<file path="config.mk">
export PLATFORM = sky130hd
export DESIGN_NAME = level_meter
export DESIGN_NICKNAME = d
export VERILOG_FILES = /design/src/rtl/level_meter.sv
export SDC_FILE = /design/constraint.sdc
export NUM_CORES = 1
export LEC_CHECK = 0
export CAP_MARGIN = 40
export CORE_ASPECT_RATIO = 0.6
export CORE_UTILIZATION = 45
export CTS_CLUSTER_SIZE = 12
export DETAILED_ROUTE_END_ITERATION = 8
export GPL_ROUTABILITY_DRIVEN = 0
export HOLD_SLACK_MARGIN = 0.02
export PLACE_DENSITY_LB_ADDON = 0.25
export SLEW_MARGIN = 20
export SYNTH_ARGS = -nofsm -noshare
export SYNTH_HDL_FRONTEND = slang
export SYNTH_SLANG_ARGS = --single-unit
</file>
<file path="constraint.sdc">
create_clock -name clk -period 3.6 [get_ports clk]
set_clock_uncertainty 0.05 [all_clocks]
set_input_delay 0.54 -clock clk [delete_from_list [all_inputs] [get_ports clk]]
set_output_delay 0.54 -clock clk [all_outputs]
set_load 0.01 [all_outputs]
</file>
<file path="src/rtl/level_meter.sv">
// level_meter: rectify and average audio samples per window, drive a log-scale LED bar
// with a decaying peak-hold dot, a per-window done strobe and a sticky overrun flag.
module level_meter #(
    parameter int DATA_W   = 8,
    parameter int WIN_LOG2 = 8,
    parameter int HOLD_WIN = 4
) (
    input  logic              clk,
    input  logic              reset,
    input  logic              start,
    input  logic [DATA_W-1:0] audio_data,
    output logic [DATA_W-1:0] LED,
    output logic [DATA_W-1:0] peak_led,
    output logic [DATA_W-1:0] level,
    output logic              done,
    output logic              overrun
);
    localparam int NW = $clog2(DATA_W + 1);
    localparam int SW = DATA_W + WIN_LOG2;
    localparam int HW = $clog2(HOLD_WIN + 2);

    typedef enum logic [2:0] {S_IDLE, S_ACCUM, S_AVG, S_ENCODE, S_PEAK} state_t;

    state_t              state_q;
    logic [DATA_W-1:0]   mag_q, level_q, led_q, peak_led_q;
    logic [SW-1:0]       sum_q;
    logic [WIN_LOG2-1:0] count_q;
    logic [NW-1:0]       peak_cnt_q, peak_cnt_d, n_d;
    logic [HW-1:0]       hold_q, hold_d;
    logic                done_q, overrun_q, grow;

    always_comb begin
        n_d = '0;
        for (int i = 0; i < DATA_W; i++)
            if (level_q[i]) n_d = NW'(i + 1);
        grow = n_d >= peak_cnt_q;
        peak_cnt_d = grow ? n_d : (hold_q != '0 ? peak_cnt_q : peak_cnt_q - 1'b1);
        hold_d = grow ? HW'(HOLD_WIN) : (hold_q != '0 ? hold_q - 1'b1 : hold_q);
    end

    always_ff @(posedge clk) begin
        if (reset) begin
            state_q    <= S_IDLE;
            mag_q      <= '0;
            sum_q      <= '0;
            count_q    <= '0;
            level_q    <= '0;
            led_q      <= '0;
            peak_led_q <= '0;
            peak_cnt_q <= '0;
            hold_q     <= '0;
            done_q     <= 1'b0;
            overrun_q  <= 1'b0;
        end else begin
            done_q <= 1'b0;
            if (start && state_q != S_IDLE) overrun_q <= 1'b1;
            case (state_q)
                S_IDLE: if (start) begin
                    mag_q   <= audio_data[DATA_W-1] ? -audio_data : audio_data;
                    state_q <= S_ACCUM;
                end
                S_ACCUM: begin
                    sum_q   <= sum_q + SW'(mag_q);
                    count_q <= count_q + 1'b1;
                    state_q <= &count_q ? S_AVG : S_IDLE;
                end
                S_AVG: begin
                    level_q <= sum_q[WIN_LOG2 +: DATA_W];
                    state_q <= S_ENCODE;
                end
                S_ENCODE: begin
                    led_q   <= ~({DATA_W{1'b1}} >> n_d);
                    state_q <= S_PEAK;
                end
                S_PEAK: begin
                    peak_cnt_q <= peak_cnt_d;
                    hold_q     <= hold_d;
                    // dot sits peak_cnt positions below the MSB end of the bar
                    peak_led_q <= peak_cnt_d == '0 ? '0 : DATA_W'(1) << (NW'(DATA_W) - peak_cnt_d);
                    done_q     <= 1'b1;
                    sum_q      <= '0;
                    count_q    <= '0;
                    state_q    <= S_IDLE;
                end
                default: state_q <= S_IDLE;
            endcase
        end
    end

    assign LED      = led_q;
    assign peak_led = peak_led_q;
    assign level    = level_q;
    assign done     = done_q;
    assign overrun  = overrun_q;
endmodule

</file>
==> results of run 1 <==
## state kept, by name (all words and copies together) (netlist names)
name / cells
LED: 8
overrun: 1
count_q: 8
level: 8
done: 1
mag_q: 8
peak_led: 8
state_q: 3
peak_cnt_q: 4
sum_q: 16
hold_q: 3
## cell usage in the layout, fill, tap and decap left out, types with 4 or more instances in the layout
master and instances:
clkbuf_16 9, o21ai_0 13, o31ai_1 4, xor2_1 6, and2_1 4, clkdlybuf4s50_1 35
or3_1 5, nor3_1 7, nand4_1 5, mux2i_1 10, nand2b_1 4, a22oi_1 5
nor2_1 64, nand3_1 7, a211oi_1 10, buf_4 7, nand2_1 27, nor4_1 4
ha_1 17, dfxtp_1 68, a22o_1 8, inv_1 17, xnor2_1 6, a21oi_1 33
o211ai_1 4
## power by group
part           internal (uW)  switching [uW]
Combinational           47.7            67.0
Sequential               767            11.1
Clock                    673             326
## synth_stat cells, types with 8 or more instances
master,instances
a22o_1,8
clkbuf_1,11
nand2_1,27
ha_1,17
inv_1,17
o21ai_0,13
a211oi_1,10
a21oi_1,33
mux2i_1,10
dfxtp_1,68
nor2_1,64
## worst max-delay path by stage
stage                                startpoint                        to  slack, ps  depth (start not counted)
after floorplan           level[1]$_SDFFE_PP0N_  peak_led[1]$_SDFFE_PP0P_        900                         10
after global placement    level[1]$_SDFFE_PP0N_  peak_led[2]$_SDFFE_PP0P_        590                         10
after detailed placement  level[1]$_SDFFE_PP0N_  peak_led[0]$_SDFFE_PP0P_        460                         10
after CTS                 level[1]$_SDFFE_PP0N_  peak_led[0]$_SDFFE_PP0P_        440                         10
after global routing      level[1]$_SDFFE_PP0N_  peak_led[0]$_SDFFE_PP0P_        210                         10
final                     level[1]$_SDFFE_PP0N_  peak_led[0]$_SDFFE_PP0P_        410                         10
## metal layers
metal  routed length (um)  global-route usage [%]
met1                 4020                    30.6
met4                   78                    7.07
met5                    0                       0
met3                  421                    6.03
met2                 3090                    29.4
## cell type report
| class | instances | area (um^2) | area share [%] |
|---|---|---|---|
| clock inverters | 7 | 115 | 2.74 |
| inverters | 17 | 63.8 | 1.52 |
| repair buffers | 43 | 408 | 9.71 |
| clock buffers | 9 | 225 | 5.36 |
| well taps | 104 | 130 | 3.10 |
| multi-input cells | 294 | 1900 | 45.2 |
| flip-flops and latches | 68 | 1360 | 32.4 |
## logic make-up (layout without fill, tap and decap cells)
| kind of cell | after synthesis | in the layout | share of synthesized area [%] |
|---|---|---|---|
| AOI/OAI and AO/OA | 97 | 97 | 18.8 |
| buffers and inverters | 34 | 76 | 4.12 |
| muxes | 16 | 16 | 5.26 |
| and+or+nand+nor | 151 | 151 | 21.8 |
| xor gates and xnor gates | 12 | 12 | 3.09 |
| DFF | 68 | 68 | 40.0 |
| adders and majority gates | 18 | 18 | 6.84 |
## per-stage QoR
| stage | utilization (%) | setup slack [ps] | std cells | power [uW] | instance area (um^2) |
|---|---|---|---|---|---|
| 5_1_grt | 57.6 | 211 | 542 | 1960 | 4200 |
| 6_report | 57.6 | 410 | 542 | 1890 | 4200 |
| 2_1_floorplan | - | 901 | 396 | 874 | 3400 |
| 4_1_cts | 57.4 | 436 | 540 | 1910 | 4190 |
| 3_3_place_gp | 52.7 | 593 | 524 | 905 | 3850 |
| 3_5_place_dp | 52.7 | 457 | 524 | 906 | 3850 |
## worst max-delay path: cells and delay by family, from the launching register on
kind / cells / cell delay [ps]
AO/OA/AOI/OAI: 5 / 1370
adder cells (fa/ha/maj): 1 / 330
flip-flops: 1 / 380
multiplexers: 1 / 370
AND/OR/NAND/NOR: 3 / 640
==> out/summary.txt, run 1 <==
Status: finished, final reports clean
Max-Cap Viols: 0
Data required time at the worst endpoint: 3820 ps
Crit-path max FO: 10
Critical path arrival: 3410 ps
Static Leakage: 0.00159 uW
WL per Instance: 14.0 um
DIE AREA: 7920 um^2
Setup slack, reg-to-reg: 410 ps
Worst hold stages: 2
Area growth syn-to-layout: 23.6%
# rows: 24
Post-synth top area cell: dfxtp_1
Yosys top cell area share: 40.0%
TritonCTS clock tree: done
Die Width: 114 um
Reg2Reg Launch Point: level[1]$_SDFFE_PP0N_
Max Transition Viols Final: 0
Vias in the first global route: 2,647
Seq/Total Area, Yosys: 40.0%
Nets: 462
Vias post-DR: 2,930
All-layer global routing usage: 21.0%
First-pass GRT wire length: 12,900 um
DRC: 0
WL final: 7610 um
CTS clock-pin slew for the worst setup and hold paths: 60 ps
Chip Height: 69.3 um
Starting density of the core: 46.6%
Critical path's slowest cell: o31ai_1
Syn_area_per_cell: 8.59 um^2
Vias/cell: 5.41
Top cells by area, synth: dfxtp_1 (40%), nor2_1 (7.1%), ha_1 (6.3%), a21oi_1 (4.9%), nand2_1 (3.0%)
N_diodes: 0
Clock sinks: 68
Fin. Hold Viols: 0
Detailed placement HPWL: 5380 um
Critical path's largest stage delay: 480 ps
WS Path Type: reg2reg
Clock Tree Buf Depth: 2
Routed Antenna Nets: 0
Synthesized instance count: 396
Reg-to-reg endpoint: peak_led[0]$_SDFFE_PP0P_
Fmax: 313 MHz
#FFs+latches synth: 68
Number of setup violations in the final report: 0
Netlist cell types: 56
Post-CTS sizing: 0
# port buffers: 36
Dominant synthesized flop cell: dfxtp_1
Worst vdd rail ir drop: 291 uV
Worst Setup End Kind: flop
GR Overflow Total: 0
Initial DRT Pass Iterations: 5
Largest net degree at the start of global routing: 45
Hold crit path type: reg2reg
Min cycle time layout: 3190 ps
Fill cell count: 654
Ordered list of cells on the worst path: nand2b_1 > a21oi_1 > o31ai_1 > ha_1 > nand2b_1 > a2111oi_2 > a21oi_2 > mux2_4 > nor4_1 > a32o_1
Cts-stage hold buffer count: 0
Clock root cell: clkbuf_16
TNS Setup: 0 ps
Syn. warnings: 0
Hold Path Sink: LED[4]$_SDFFE_PP0P_
Core area: 7300 um^2
H-tree levels: 3
Worst-Margin Slew: 858 ps
Fraction of layout cells with a size suffix above 1: 8.68%
Post-synth EDFFs: 0
Initial antenna violation count: 0
Worst Reg-to-Reg Cells: 10
Io pins: 37
Number of buffers created by CTS: 9
Syn Std Cell Area: 3400 um^2
Unrepaired setup endpoints after global routing: false
Synth async-reset ratio: 0%
Pwr dens: 450 nW/um^2
Hold Startpoint: LED[4]$_SDFFE_PP0P_
Hold Slack: 402 ps
Max_slew headroom: 42.6%
Syn_nets: 425
Clock Latency Late Sink: 330 ps
Number of post-CTS setup repair buffers: 0
Starting DRT DRC Count: 209
Tcrit/Tclk final: 88.6%
Crit start category: flop
Most frequent CP cell: nand2b_1
Note: power is estimated with default switching activity, not from simulation.
==> run 2: changes to the inputs <==
--- a/config.mk
+++ b/config.mk
@@ -7,7 +7,7 @@
 export LEC_CHECK = 0
 export CAP_MARGIN = 40
 export CORE_ASPECT_RATIO = 0.6
-export CORE_UTILIZATION = 45
+export CORE_UTILIZATION = 50
 export CTS_CLUSTER_SIZE = 12
 export DETAILED_ROUTE_END_ITERATION = 8
 export GPL_ROUTABILITY_DRIVEN = 0
==> constraint.sdc (replaced) <==
create_clock -name clk -period 3.6 [get_ports clk]
set_clock_uncertainty 0.05 [all_clocks]
set_input_delay 0.54 -clock clk [delete_from_list [all_inputs] [get_ports clk]]
set_output_delay 0.54 -clock clk [all_outputs]
set_load 0.005 [all_outputs]
==> run 2 against run 1 <==
Against the previous run: worst hold slack better by 0.72 ps; final area down 1.3%; critical path depth is the same; cell count is 3.5% lower; sequential power hardly changed; combinational power is essentially flat; register-to-register slack gained 30 ps; largest power group unchanged; highest routed layer unchanged.
==> out/summary.txt, run 2 (synthesis results as in run 1) <==
Status: finished, final reports clean
Nets: 463 (+0.22%)
DIE AREA: 7150 um^2 (-9.8%)
Fin. Hold Viols: 0 (unchanged)
CTS clock-pin slew for the worst setup and hold paths: 50 ps (about the same)
All-layer global routing usage: 24.3% (+3.3 points)
Pwr dens: 430 nW/um^2 (-4.6%)
Clock Tree Buf Depth: 2 (unchanged)
Commonest non-fill, non-tap cells in the layout: dfxtp_1 (68), nor2_1 (64), clkdlybuf4s50_1 (35)
Cts-stage hold buffer count: 0 (unchanged)
WL per Instance: 15.3 um (+8.7%)
Routed Antenna Nets: 0 (unchanged)
Chip Height: 65.9 um (-5.0%)
Biggest register: sum_q
Max Transition Viols Final: 0 (unchanged)
Number of post-CTS setup repair buffers: 0 (unchanged)
Clock root cell: clkbuf_16
Starting density of the core: 53.7% (+7.1 points)
Crit start category: flop
Vias/cell: 5.67 (+4.8%)
Max-Cap Viols: 0 (unchanged)
Post-CTS sizing: 0 (unchanged)
Critical path's largest stage delay: 490 ps (about the same)
Number of setup violations in the final report: 0 (unchanged)
First-pass GRT wire length: 13,100 um (+1.6%)
Tcrit/Tclk final: 87.9% (-0.74 points)
Detailed placement HPWL: 5390 um (+0.34%)
Bufs and invs on worst path: 0 (unchanged)
Clock sinks: 68 (unchanged)
Crit-path max FO: 10 (unchanged)
DRC: 0 (unchanged)
Fmax: 316 MHz (+0.84%)
Core Util, Final: 65.5% (+7.9 points)
TritonCTS clock tree: done
Commonest non-fill, non-tap cell in the layout: dfxtp_1
Static Leakage: 0.00158 uW (-0.53%)
Vias in the first global route: 2,751 (+3.9%)
Vias post-DR: 2,963 (+1.1%)
Starting DRT DRC Count: 140 (-33%)
Worst vdd rail ir drop: 339 uV (+16%)
Hold Slack: 402 ps (+0.717 ps)
Max_slew headroom: 58.3% (+16 points)
Clock Latency Late Sink: 330 ps (about the same)
Largest register FFs: 16 (unchanged)
Area growth syn-to-layout: 22.0%
H-tree levels: 3 (unchanged)
N_diodes: 0 (unchanged)
Worst Setup End Kind: flop
# port buffers: 36 (unchanged)
Most frequent CP cell: nand2b_1
Initial DRT Pass Iterations: 4 (-1)
Hold crit path type: reg2reg
Data required time at the worst endpoint: 3830 ps (about the same)
GR Overflow Total: 0 (unchanged)
# rows: 22 (-8.3%)
Number of buffers created by CTS: 9 (unchanged)
Min cycle time layout: 3160 ps (-26.5 ps)
Core area: 6330 um^2 (-13%)
Io pins: 37 (unchanged)
Initial antenna violation count: 0 (unchanged)
Ordered list of cells on the worst path: nand2b_1 > a21oi_1 > o31ai_1 > ha_1 > nand2b_1 > a2111oi_2 > a21oi_2 > mux2_4 > nor4_1 > a32o_1
WS Path Type: reg2reg
Unrepaired setup endpoints after global routing: false
Critical path's slowest cell: o31ai_1
TNS Setup: 0 ps (unchanged)
WL final: 7980 um (+4.9%)
Worst-Margin Slew: 624 ps (-234 ps)
CP delay by family, top: compound AO/OA/AOI/OAI gates
Fraction of layout cells with a size suffix above 1: 8.66% (-0.020 points)
Critical path arrival: 3390 ps (-20 ps)
Largest net degree at the start of global routing: 44 (-2.2%)
Die Width: 108 um (-5.0%)
run 2: per-stage QoR:
stage               total power [uW]  setup WS [ps]  cells  cell area (um^2)
CTS                             1790            445    520              4130
global route                    1850            242    523              4150
finish                          1780            437    523              4150
detailed placement               906            484    504              3820
global placement                 904            630    504              3820
floorplan                        874            946    396              3400
run 2: path summary, 6_finish.rpt:
path                         startpoint                        to  slack, ps  depth (start not counted)
hold / removal      LED[0]$_SDFFE_PP0P_       LED[0]$_SDFFE_PP0P_        400                          2
setup reg to reg  level[1]$_SDFFE_PP0N_  peak_led[0]$_SDFFE_PP0P_        440                         10
setup / recovery  level[1]$_SDFFE_PP0N_  peak_led[0]$_SDFFE_PP0P_        440                         10
hold reg to reg     LED[0]$_SDFFE_PP0P_       LED[0]$_SDFFE_PP0P_        400                          2
run 2: layer usage:
metal,vias to the layer above,wire (um),global-route usage [%]
li1,1496,-,-
met1,1380,4070,34.0
met2,81,3350,34.8
met3,6,485,6.50
met4,0,70,10.3
met5,-,0,0
run 2: area by class of cell:
cell class              instances  area (um^2)
flip-flops and latches         68         1360
fillers                       541         2180
clock inverters                 4         47.5
repair buffers                 44          415
clock buffers                  12          256
multi-input cells             294         1900
well taps                      84          105
inverters                      17         63.8
run 2: worst min-delay path, cell delays in order (launching register included):
cell     delay [ps]
dfxtp_1         300
nand2_1          50
a21oi_1          50
run 2: report_power, final:
group          switching [uW]  total [uW]  internal, uW
logic                    69.1         118          48.9
registers                11.5         779           768
clock network             315         885           571
